**config.mk**
```make
export PLATFORM = sky130hd
export DESIGN_NAME = muldiv_unit_flat
export DESIGN_NICKNAME = d
export VERILOG_FILES = /design/src/rtl/muldiv_if.sv /design/src/rtl/muldiv_unit.sv /design/src/flat_wrapper.sv
export SDC_FILE = /design/constraint.sdc
export NUM_CORES = 2
export LEC_CHECK = 0
export CAP_MARGIN = 20
export CORE_MARGIN = 2
export CORE_UTILIZATION = 59
export DETAILED_ROUTE_END_ITERATION = 10
export GPL_ROUTABILITY_DRIVEN = 0
export GPL_TIMING_DRIVEN = 0
export HOLD_SLACK_MARGIN = 0.08
export PLACE_DENSITY = 0.9
export SETUP_SLACK_MARGIN = 0.4
export SKIP_CTS_REPAIR_TIMING = 1
export SLEW_MARGIN = 20
export SYNTH_ARGS = -nofsm -noshare
export SYNTH_HDL_FRONTEND = slang
export SYNTH_SLANG_ARGS = --single-unit
```
**constraint.sdc**
```tcl
create_clock -name clk -period 8.48 [get_ports clk]
set_clock_uncertainty 0.05 [all_clocks]
set_input_delay 1.696 -clock clk [delete_from_list [all_inputs] [get_ports clk]]
set_output_delay 1.696 -clock clk [all_outputs]
set_load 0.01 [all_outputs]
```
**src/rtl/muldiv_if.sv**
```systemverilog
// Request/response bundle between the EX stage and the multiply/divide unit.
//
// Handshake: the requester raises start with Funct/op_a/op_b valid and holds
// them until it sees busy=0; the unit samples start only while busy=0.
// When a MULT/DIV finishes, busy drops and done pulses for exactly one cycle.
// flush cancels whatever is in flight on the next edge.
//
// Signals:
//   start, Funct, op_a, op_b, flush : requester -> unit
//   busy, done, hi, lo              : unit -> requester
//   dbg_state                       : unit FSM state, for observation only
interface muldiv_if #(
    parameter int DATA_W = 32
);
    logic              start;
    logic [5:0]        Funct;
    logic [DATA_W-1:0] op_a;
    logic [DATA_W-1:0] op_b;
    logic              flush;
    logic              busy;
    logic              done;
    logic [DATA_W-1:0] hi;
    logic [DATA_W-1:0] lo;
    logic [1:0]        dbg_state;

    modport master (
        output start, Funct, op_a, op_b, flush,
        input  busy, done, hi, lo, dbg_state
    );

    modport slave (
        input  start, Funct, op_a, op_b, flush,
        output busy, done, hi, lo, dbg_state
    );
endinterface

```
**src/rtl/muldiv_unit.sv**
```systemverilog
// Iterative multiply/divide unit holding the architectural HI/LO registers.
//
// Ports:
//   clk    rising-edge clock
//   reset  asynchronous, active-high; clears all state
//   bus    muldiv_if slave: start/Funct/op_a/op_b/flush in,
//          busy/done/hi/lo/dbg_state out
//
// MULT/MULTU: the full product is computed from latched operands and written
// into {hi,lo} after MUL_CYCLES edges. DIV/DIVU: restoring divider on operand
// magnitudes, one quotient bit per edge for DATA_W edges, then one edge that
// applies signs (quotient truncates toward zero, remainder follows dividend).
// MTHI/MTLO write HI/LO directly without going busy.
module muldiv_unit #(
    parameter int DATA_W     = 32,
    parameter int MUL_CYCLES = 4
) (
    input  logic     clk,
    input  logic     reset,
    muldiv_if.slave  bus
);
    localparam int CNT_MAX = (DATA_W > MUL_CYCLES) ? DATA_W : MUL_CYCLES;
    localparam int CNT_W   = $clog2(CNT_MAX + 1);

    localparam logic [5:0] F_MULT  = 6'h18;
    localparam logic [5:0] F_MULTU = 6'h19;
    localparam logic [5:0] F_DIV   = 6'h1A;
    localparam logic [5:0] F_DIVU  = 6'h1B;
    localparam logic [5:0] F_MTHI  = 6'h11;
    localparam logic [5:0] F_MTLO  = 6'h13;

    typedef enum logic [1:0] {
        IDLE = 2'd0,
        MUL  = 2'd1,
        DIV  = 2'd2
    } state_t;

    state_t            state;
    logic [CNT_W-1:0]  cnt;
    logic              busy_r;
    logic              done_r;
    logic [DATA_W-1:0] hi_r;
    logic [DATA_W-1:0] lo_r;

    // opa_r: multiplicand, or raw dividend (needed for the divide-by-zero hi).
    // opb_r: multiplier, or divisor magnitude.
    logic [DATA_W-1:0] opa_r;
    logic [DATA_W-1:0] opb_r;
    logic              sgn_r;
    logic [DATA_W-1:0] quo_r;    // dividend bits shift out, quotient bits shift in
    logic [DATA_W:0]   rem_r;    // one extra bit so the trial subtract shows its borrow
    logic              neg_q;
    logic              neg_r;
    logic              div_zero;

    logic              signed_op;
    logic [DATA_W-1:0] abs_a;
    logic [DATA_W-1:0] abs_b;
    logic [2*DATA_W-1:0] mul_a_ext;
    logic [2*DATA_W-1:0] mul_b_ext;
    logic [2*DATA_W-1:0] product;
    logic [DATA_W:0]   rem_shift;
    logic [DATA_W:0]   rem_diff;

    always_comb begin
        signed_op = ~bus.Funct[0];
        abs_a     = (signed_op && bus.op_a[DATA_W-1]) ? -bus.op_a : bus.op_a;
        abs_b     = (signed_op && bus.op_b[DATA_W-1]) ? -bus.op_b : bus.op_b;
        // Sign- or zero-extend to 2*DATA_W so one unsigned multiply serves both.
        mul_a_ext = {{DATA_W{sgn_r & opa_r[DATA_W-1]}}, opa_r};
        mul_b_ext = {{DATA_W{sgn_r & opb_r[DATA_W-1]}}, opb_r};
        product   = mul_a_ext * mul_b_ext;
        rem_shift = {rem_r[DATA_W-1:0], quo_r[DATA_W-1]};
        rem_diff  = rem_shift - {1'b0, opb_r};
    end

    always_ff @(posedge clk or posedge reset) begin
        if (reset) begin
            state    <= IDLE;
            cnt      <= '0;
            busy_r   <= 1'b0;
            done_r   <= 1'b0;
            hi_r     <= '0;
            lo_r     <= '0;
            opa_r    <= '0;
            opb_r    <= '0;
            sgn_r    <= 1'b0;
            quo_r    <= '0;
            rem_r    <= '0;
            neg_q    <= 1'b0;
            neg_r    <= 1'b0;
            div_zero <= 1'b0;
        end else begin
            done_r <= 1'b0;
            if (bus.flush) begin
                // Squash wins over completion and over a new request.
                state  <= IDLE;
                busy_r <= 1'b0;
            end else begin
                case (state)
                    IDLE: begin
                        if (bus.start) begin
                            case (bus.Funct)
                                F_MTHI: hi_r <= bus.op_a;
                                F_MTLO: lo_r <= bus.op_a;
                                F_MULT, F_MULTU: begin
                                    opa_r  <= bus.op_a;
                                    opb_r  <= bus.op_b;
                                    sgn_r  <= signed_op;
                                    cnt    <= CNT_W'(MUL_CYCLES - 1);
                                    state  <= MUL;
                                    busy_r <= 1'b1;
                                end
                                F_DIV, F_DIVU: begin
                                    opa_r    <= bus.op_a;
                                    opb_r    <= abs_b;
                                    quo_r    <= abs_a;
                                    rem_r    <= '0;
                                    neg_q    <= signed_op & (bus.op_a[DATA_W-1] ^ bus.op_b[DATA_W-1]);
                                    neg_r    <= signed_op & bus.op_a[DATA_W-1];
                                    div_zero <= (bus.op_b == '0);
                                    cnt      <= CNT_W'(DATA_W);
                                    state    <= DIV;
                                    busy_r   <= 1'b1;
                                end
                                default: ;
                            endcase
                        end
                    end
                    MUL: begin
                        if (cnt == '0) begin
                            {hi_r, lo_r} <= product;
                            state        <= IDLE;
                            busy_r       <= 1'b0;
                            done_r       <= 1'b1;
                        end else begin
                            cnt <= cnt - 1'b1;
                        end
                    end
                    DIV: begin
                        if (cnt != '0) begin
                            if (!rem_diff[DATA_W]) begin
                                rem_r <= rem_diff;
                                quo_r <= {quo_r[DATA_W-2:0], 1'b1};
                            end else begin
                                rem_r <= rem_shift;
                                quo_r <= {quo_r[DATA_W-2:0], 1'b0};
                            end
                            cnt <= cnt - 1'b1;
                        end else begin
                            // MIN / -1 falls out naturally: |MIN| / 1 = MIN, sign stays.
                            if (div_zero) begin
                                lo_r <= '1;
                                hi_r <= opa_r;
                            end else begin
                                lo_r <= neg_q ? -quo_r : quo_r;
                                hi_r <= neg_r ? -rem_r[DATA_W-1:0] : rem_r[DATA_W-1:0];
                            end
                            state  <= IDLE;
                            busy_r <= 1'b0;
                            done_r <= 1'b1;
                        end
                    end
                    default: begin
                        state  <= IDLE;
                        busy_r <= 1'b0;
                    end
                endcase
            end
        end
    end

    assign bus.busy      = busy_r;
    assign bus.done      = done_r;
    assign bus.hi        = hi_r;
    assign bus.lo        = lo_r;
    assign bus.dbg_state = state;
endmodule

```
**src/flat_wrapper.sv**
```systemverilog
// flat-port wrapper written by rule: the top's interface ports become plain ports
module muldiv_unit_flat 
#(
    parameter int DATA_W     = 32,
    parameter int MUL_CYCLES = 4
)
  (clk, reset, bus_start, bus_Funct, bus_op_a, bus_op_b, bus_flush, bus_busy, bus_done, bus_hi, bus_lo, bus_dbg_state);
  muldiv_if #(.DATA_W(DATA_W)) bus_i ();
  input  logic clk;
  input  logic reset;
  input wire logic [$bits(bus_i.start)-1:0] bus_start;
  input wire logic [$bits(bus_i.Funct)-1:0] bus_Funct;
  input wire logic [$bits(bus_i.op_a)-1:0] bus_op_a;
  input wire logic [$bits(bus_i.op_b)-1:0] bus_op_b;
  input wire logic [$bits(bus_i.flush)-1:0] bus_flush;
  output wire logic [$bits(bus_i.busy)-1:0] bus_busy;
  output wire logic [$bits(bus_i.done)-1:0] bus_done;
  output wire logic [$bits(bus_i.hi)-1:0] bus_hi;
  output wire logic [$bits(bus_i.lo)-1:0] bus_lo;
  output wire logic [$bits(bus_i.dbg_state)-1:0] bus_dbg_state;
  assign bus_i.start = bus_start;
  assign bus_i.Funct = bus_Funct;
  assign bus_i.op_a = bus_op_a;
  assign bus_i.op_b = bus_op_b;
  assign bus_i.flush = bus_flush;
  assign bus_busy = bus_i.busy;
  assign bus_done = bus_i.done;
  assign bus_hi = bus_i.hi;
  assign bus_lo = bus_i.lo;
  assign bus_dbg_state = bus_i.dbg_state;
  muldiv_unit #(.DATA_W(DATA_W), .MUL_CYCLES(MUL_CYCLES)) u_core (.clk(clk), .reset(reset), .bus(bus_i));
endmodule
```
==> impl_metrics.py, run 1 <==
metrics = {
    "status": {
        "status": "stopped before the end",
        "lastStage": "5_1_grt",
        "error": "[ERROR GRT-0183] Net _04920_: the 3D maze router ran out of legal paths (heap underflow) - the net is boxed in by local congestion or blockages.",
    },
    "global_routing": {
        "grt_max_degree": 87,
        "antenna_found_initial": 64,
    },
    "timing": {
        "crit_endpoint": "u_core.bus.hi[30]$_DFFE_PP0P_/D",
        "worst_endpoint_kind": "register data pin",
    },
    "floorplan": {
        "fp.dieW_um": 300,
        "core.rowCount": 108,
        "initial_core_util_pct": 59.6,
        "pin_count": 142,
        "die_height_um": 300,
    },
    "logic_synthesis": {
        "ys.flop_type": "dfrtp_1",
        "ys_warn_count": 0,
        "ys_ff_latch": 206,
        "netlist_area_um2": 51800,
        "async_flop_share_pct": 100,
        "syn_nets": 7377,
        "synth_edf_count": 0,
        "yosysSeqAreaShare_pct": 9.95,
        "synth_cell_types": 78,
        "syn_avg_cell_area_um2": 8.74,
        "postSynthCellCount": 5924,
    },
    "place": {
        "port_buffers": 140,
        "placed_area_um2": 54700,
        "dp_hpwl_um": 155000,
    },
    "cts": {
        "cts_num_sinks": 206,
        "numCtsBuffers": 24,
        "cts_root_buffer": "clkbuf_16",
        "cts_buffer_depth": 3,
        "cts_htree_levels": 1,
    },
}
==> kinds of logic after synthesis <==
logic type	Yosys count	share of synthesized area (%)
and+or+nand+nor	1835	16.1
buffers and inverters	1550	11.3
adders and majority gates	1379	49.6
AOI/OAI and AO/OA	707	8.69
xor gates and xnor gates	217	3.71
DFF	206	9.95
muxes	30	0.580
==> synthesized netlist by cell type, drive strengths merged (23+ instances only) <==
cell type / number / share of area (%)
mux2i: 30 / 0.58
and3: 27 / 0.33
nand3: 38 / 0.37
o31ai: 80 / 1.2
a21oi: 179 / 1.7
nand2: 1058 / 7.7
clkbuf: 344 / 2.5
ha: 253 / 6.1
nor2: 193 / 1.4
o21ai: 226 / 2.2
a21o: 51 / 0.74
nand2b: 24 / 0.29
inv: 1189 / 8.6
fa: 1126 / 44
and2: 354 / 4.3
xnor2: 136 / 2.3
dfrtp: 206 / 10
xor2: 81 / 1.4
a221oi: 25 / 0.43
a211oi: 23 / 0.35
nor3: 34 / 0.36
==> per-stage QoR <==
step                std cells  setup TNS, ns  util, %  setup slack [ns]  hold WS [ns]
CTS                      7264         -40.11     63.9             -1.44         0.428
detailed placement       7221         -39.61     63.0             -1.42         0.416
global placement         7219        -323.56     62.9             -1.42         0.414
floorplan                5924              0        -             0.405         0.425
==> run 2: changes to the inputs <==
--- a/config.mk
+++ b/config.mk
@@ -7,13 +7,11 @@
 export LEC_CHECK = 0
 export CAP_MARGIN = 20
 export CORE_MARGIN = 2
-export CORE_UTILIZATION = 59
+export CORE_UTILIZATION = 40
 export DETAILED_ROUTE_END_ITERATION = 10
 export GPL_ROUTABILITY_DRIVEN = 0
 export GPL_TIMING_DRIVEN = 0
-export HOLD_SLACK_MARGIN = 0.08
-export PLACE_DENSITY = 0.9
-export SETUP_SLACK_MARGIN = 0.4
+export PLACE_DENSITY_LB_ADDON = 0.15
 export SKIP_CTS_REPAIR_TIMING = 1
 export SLEW_MARGIN = 20
 export SYNTH_ARGS = -nofsm -noshare
==> constraint.sdc (replaced) <==
create_clock -name clk -period 11 [get_ports clk]
set_clock_uncertainty 0.05 [all_clocks]
set_input_delay 2.2 -clock clk [delete_from_list [all_inputs] [get_ports clk]]
set_output_delay 2.2 -clock clk [all_outputs]
set_load 0.01 [all_outputs]
==> impl_metrics.py, run 2 <==
metrics = {
    "status": {
        "status": "completed",
    },
    "critical_path": {
        "cpMaxStageDelayCell": "clkbuf_1",
        "cp_slowest_stage_delay_ns": 0.85,
        "endpoint_kind": "flip-flop",
        "crit_fanout": 10,
        "crit_type": "reg -> reg",
        "worstPathArrival_ns": 11.27,
        "crit_top_cell": "fa_1",
        "worst_ep_required_time_ns": 11.35,
        "worst_r2r_startpoint": "u_core.opa_r[18]",
        "start_kind": "flip-flop",
        "cp-startpoint": "u_core.opa_r[18]",
    },
    "finish": {
        "final_cells": 7865,
        "area_delta_synth_final_pct": 9.08,
        "layout_commonest_cell": "inv_1",
        "layout.nets": 7551,
        "layout-drive-gt1-share_pct": 2.29,
        "final_cell_mix": "inv_1 (1,187), fa_1 (1,124), nand2_1 (1,058)",
    },
    "global_routing": {
        "busiest_layer": "met2",
        "met3_usage_pct": 7.01,
        "use_met2_pct": 49.7,
        "antenna_found_initial": 18,
        "grt_usage_pct": 32.3,
        "met1_usage_pct": 43.8,
        "grt_remaining_overflow": 0,
        "grt_max_degree": 91,
        "grt_pass1_wl_um": 308000,
        "grt_pass1_vias": 44370,
    },
    "logic_synthesis": {
        "yosysTopAreaCell": "fa_1",
        "synth_top_area_share_pct": 43.5,
        "ys.flop_type": "dfrtp_1",
        "syn_avg_cell_area_um2": 8.74,
        "synth_cell_types": 78,
        "yosysSeqAreaShare_pct": 9.95,
        "synth.most_common_cell": "inv_1",
        "synth_area_leaders": "fa_1 (44%), dfrtp_1 (10%), inv_1 (8.6%), nand2_1 (7.7%), ha_1 (6.1%)",
        "synth_edf_count": 0,
        "ys_ff_latch": 206,
        "ys_warn_count": 0,
        "async_flop_share_pct": 100,
        "syn_nets": 7377,
        "postSynthCellCount": 5924,
        "netlist_area_um2": 51800,
        "synth_common_cells": "inv_1 (1,189), fa_1 (1,126), nand2_1 (1,058)",
    },
    "worst_hold_path": {
        "hold_path_class": "reg -> reg",
        "hold_start": "u_core.bus.lo[30]",
    },
    "floorplan": {
        "initial_core_util_pct": 40.2,
        "core-area_um2": 129000,
        "core.rowCount": 132,
        "die_height_um": 364,
        "fp.dieW_um": 364,
        "pin_count": 142,
        "die_area_um2": 132000,
    },
    "cts": {
        "cts_htree_levels": 1,
        "cts_num_sinks": 206,
        "path_clk_slew_ns": 0.06,
        "cts_tree": "done",
        "insertion_delay_ns": 0.58,
        "cts_root_buffer": "clkbuf_16",
        "cts_buffer_depth": 3,
        "numCtsBuffers": 26,
    },
    "place": {
        "dp_hpwl_um": 175000,
        "placed_cells": 7809,
        "pre_cts_ws_ns": -0.231,
        "port_buffers": 140,
    },
    "timing": {
        "rsz0062_at_grt": "false",
        "fin_crit_ns": 10.92,
        "fin_crit_sh_pct": 99.2,
        "report.final.slew_viol_count": 0,
        "setup_viol_count_final": 0,
        "relSlewSlack_pct": 17.3,
        "clock.fmax_ghz": 0.0916,
        "tightest_slew_ns": 1.24,
        "hold_viol": 0,
        "timing.final.ws_setup_ns": 0.0840,
    },
    "routing": {
        "detail_route.drc_violations": 0,
        "vias_per_cell": 5.50,
        "firstDrtPassIters": 7,
        "drt_iter0_drc": 4321,
        "wire_per_inst_um": 26.8,
        "via_count": 43224,
        "drt-total-wl_um": 211000,
        "postRouteAntennaNets": 0,
    },
    "run": {
        "cap_viol_max_count": 0,
    },
}
==> run 2: critical path, delay by kind of cell, from the launching register on <==
| kind | cells | cell delay (ns) |
|---|---|---|
| adders and majority gates | 9 | 4.42 |
| xor gates and xnor gates | 1 | 0.19 |
| DFF | 1 | 0.32 |
| buffers and inverters | 7 | 1.85 |
| and+or+nand+nor | 3 | 0.93 |
| AOI/OAI and AO/OA | 8 | 2.95 |
==> run 2: worst paths after layout <==
check                           cells past startpoint           endpoint  slack (ns)
worst max-delay path                               28  u_core.bus.hi[16]        0.08
worst min-delay path                                2  u_core.bus.lo[30]        0.43
worst max register to register                     28  u_core.bus.hi[16]        0.08
worst min register to register                      2  u_core.bus.lo[30]        0.43
max in group asynchronous                           4    u_core.opb_r[3]        7.73
min in group asynchronous                           2   u_core.rem_r[26]        2.03
==> run 2: cells by family after synthesis <==
kind of cell	Yosys count	share of synthesized area, %
compound gates	707	8.69
simple gates	1835	16.1
buf+inv	1550	11.3
flops	206	9.95
fa+ha+maj	1379	49.6
mux	30	0.580
xor+xnor	217	3.71
==> run 2: cell type report <==
class                      count  area (µm²)
buffer                       360        1420
clock buffer                  28         679
sequential                   206        5150
inverter                    1189        4470
timing repair buffer         147        1510
tap                         1742        2180
clock inverter                19         267
fill                       13070       72500
multi-input combinational   4168       40800
antenna                        6        15.0
==> run 2: stage by stage <==
step                hold slack (ns)  area (µm²)  util, %  setup TNS, ns
floorplan                     0.425       51800        -              0
global placement              0.414       55400     42.9         -39.56
finish                        0.426       56500     43.8              0
CTS                           0.429       56400     43.7         -0.541
global route                  0.444       56500     43.8              0
detailed placement            0.416       55500     43.0         -0.441
==> run 2: metal layers <==
metal,vias up,share of wire (%)
met5,-,0.047
met4,10,5.5
met3,443,9.8
met2,2121,44
met1,22412,41
li1,18238,-
Power of run 2 is not shown: default switching activity piles up to over one toggle a cycle in this logic, so the estimate is an artifact.
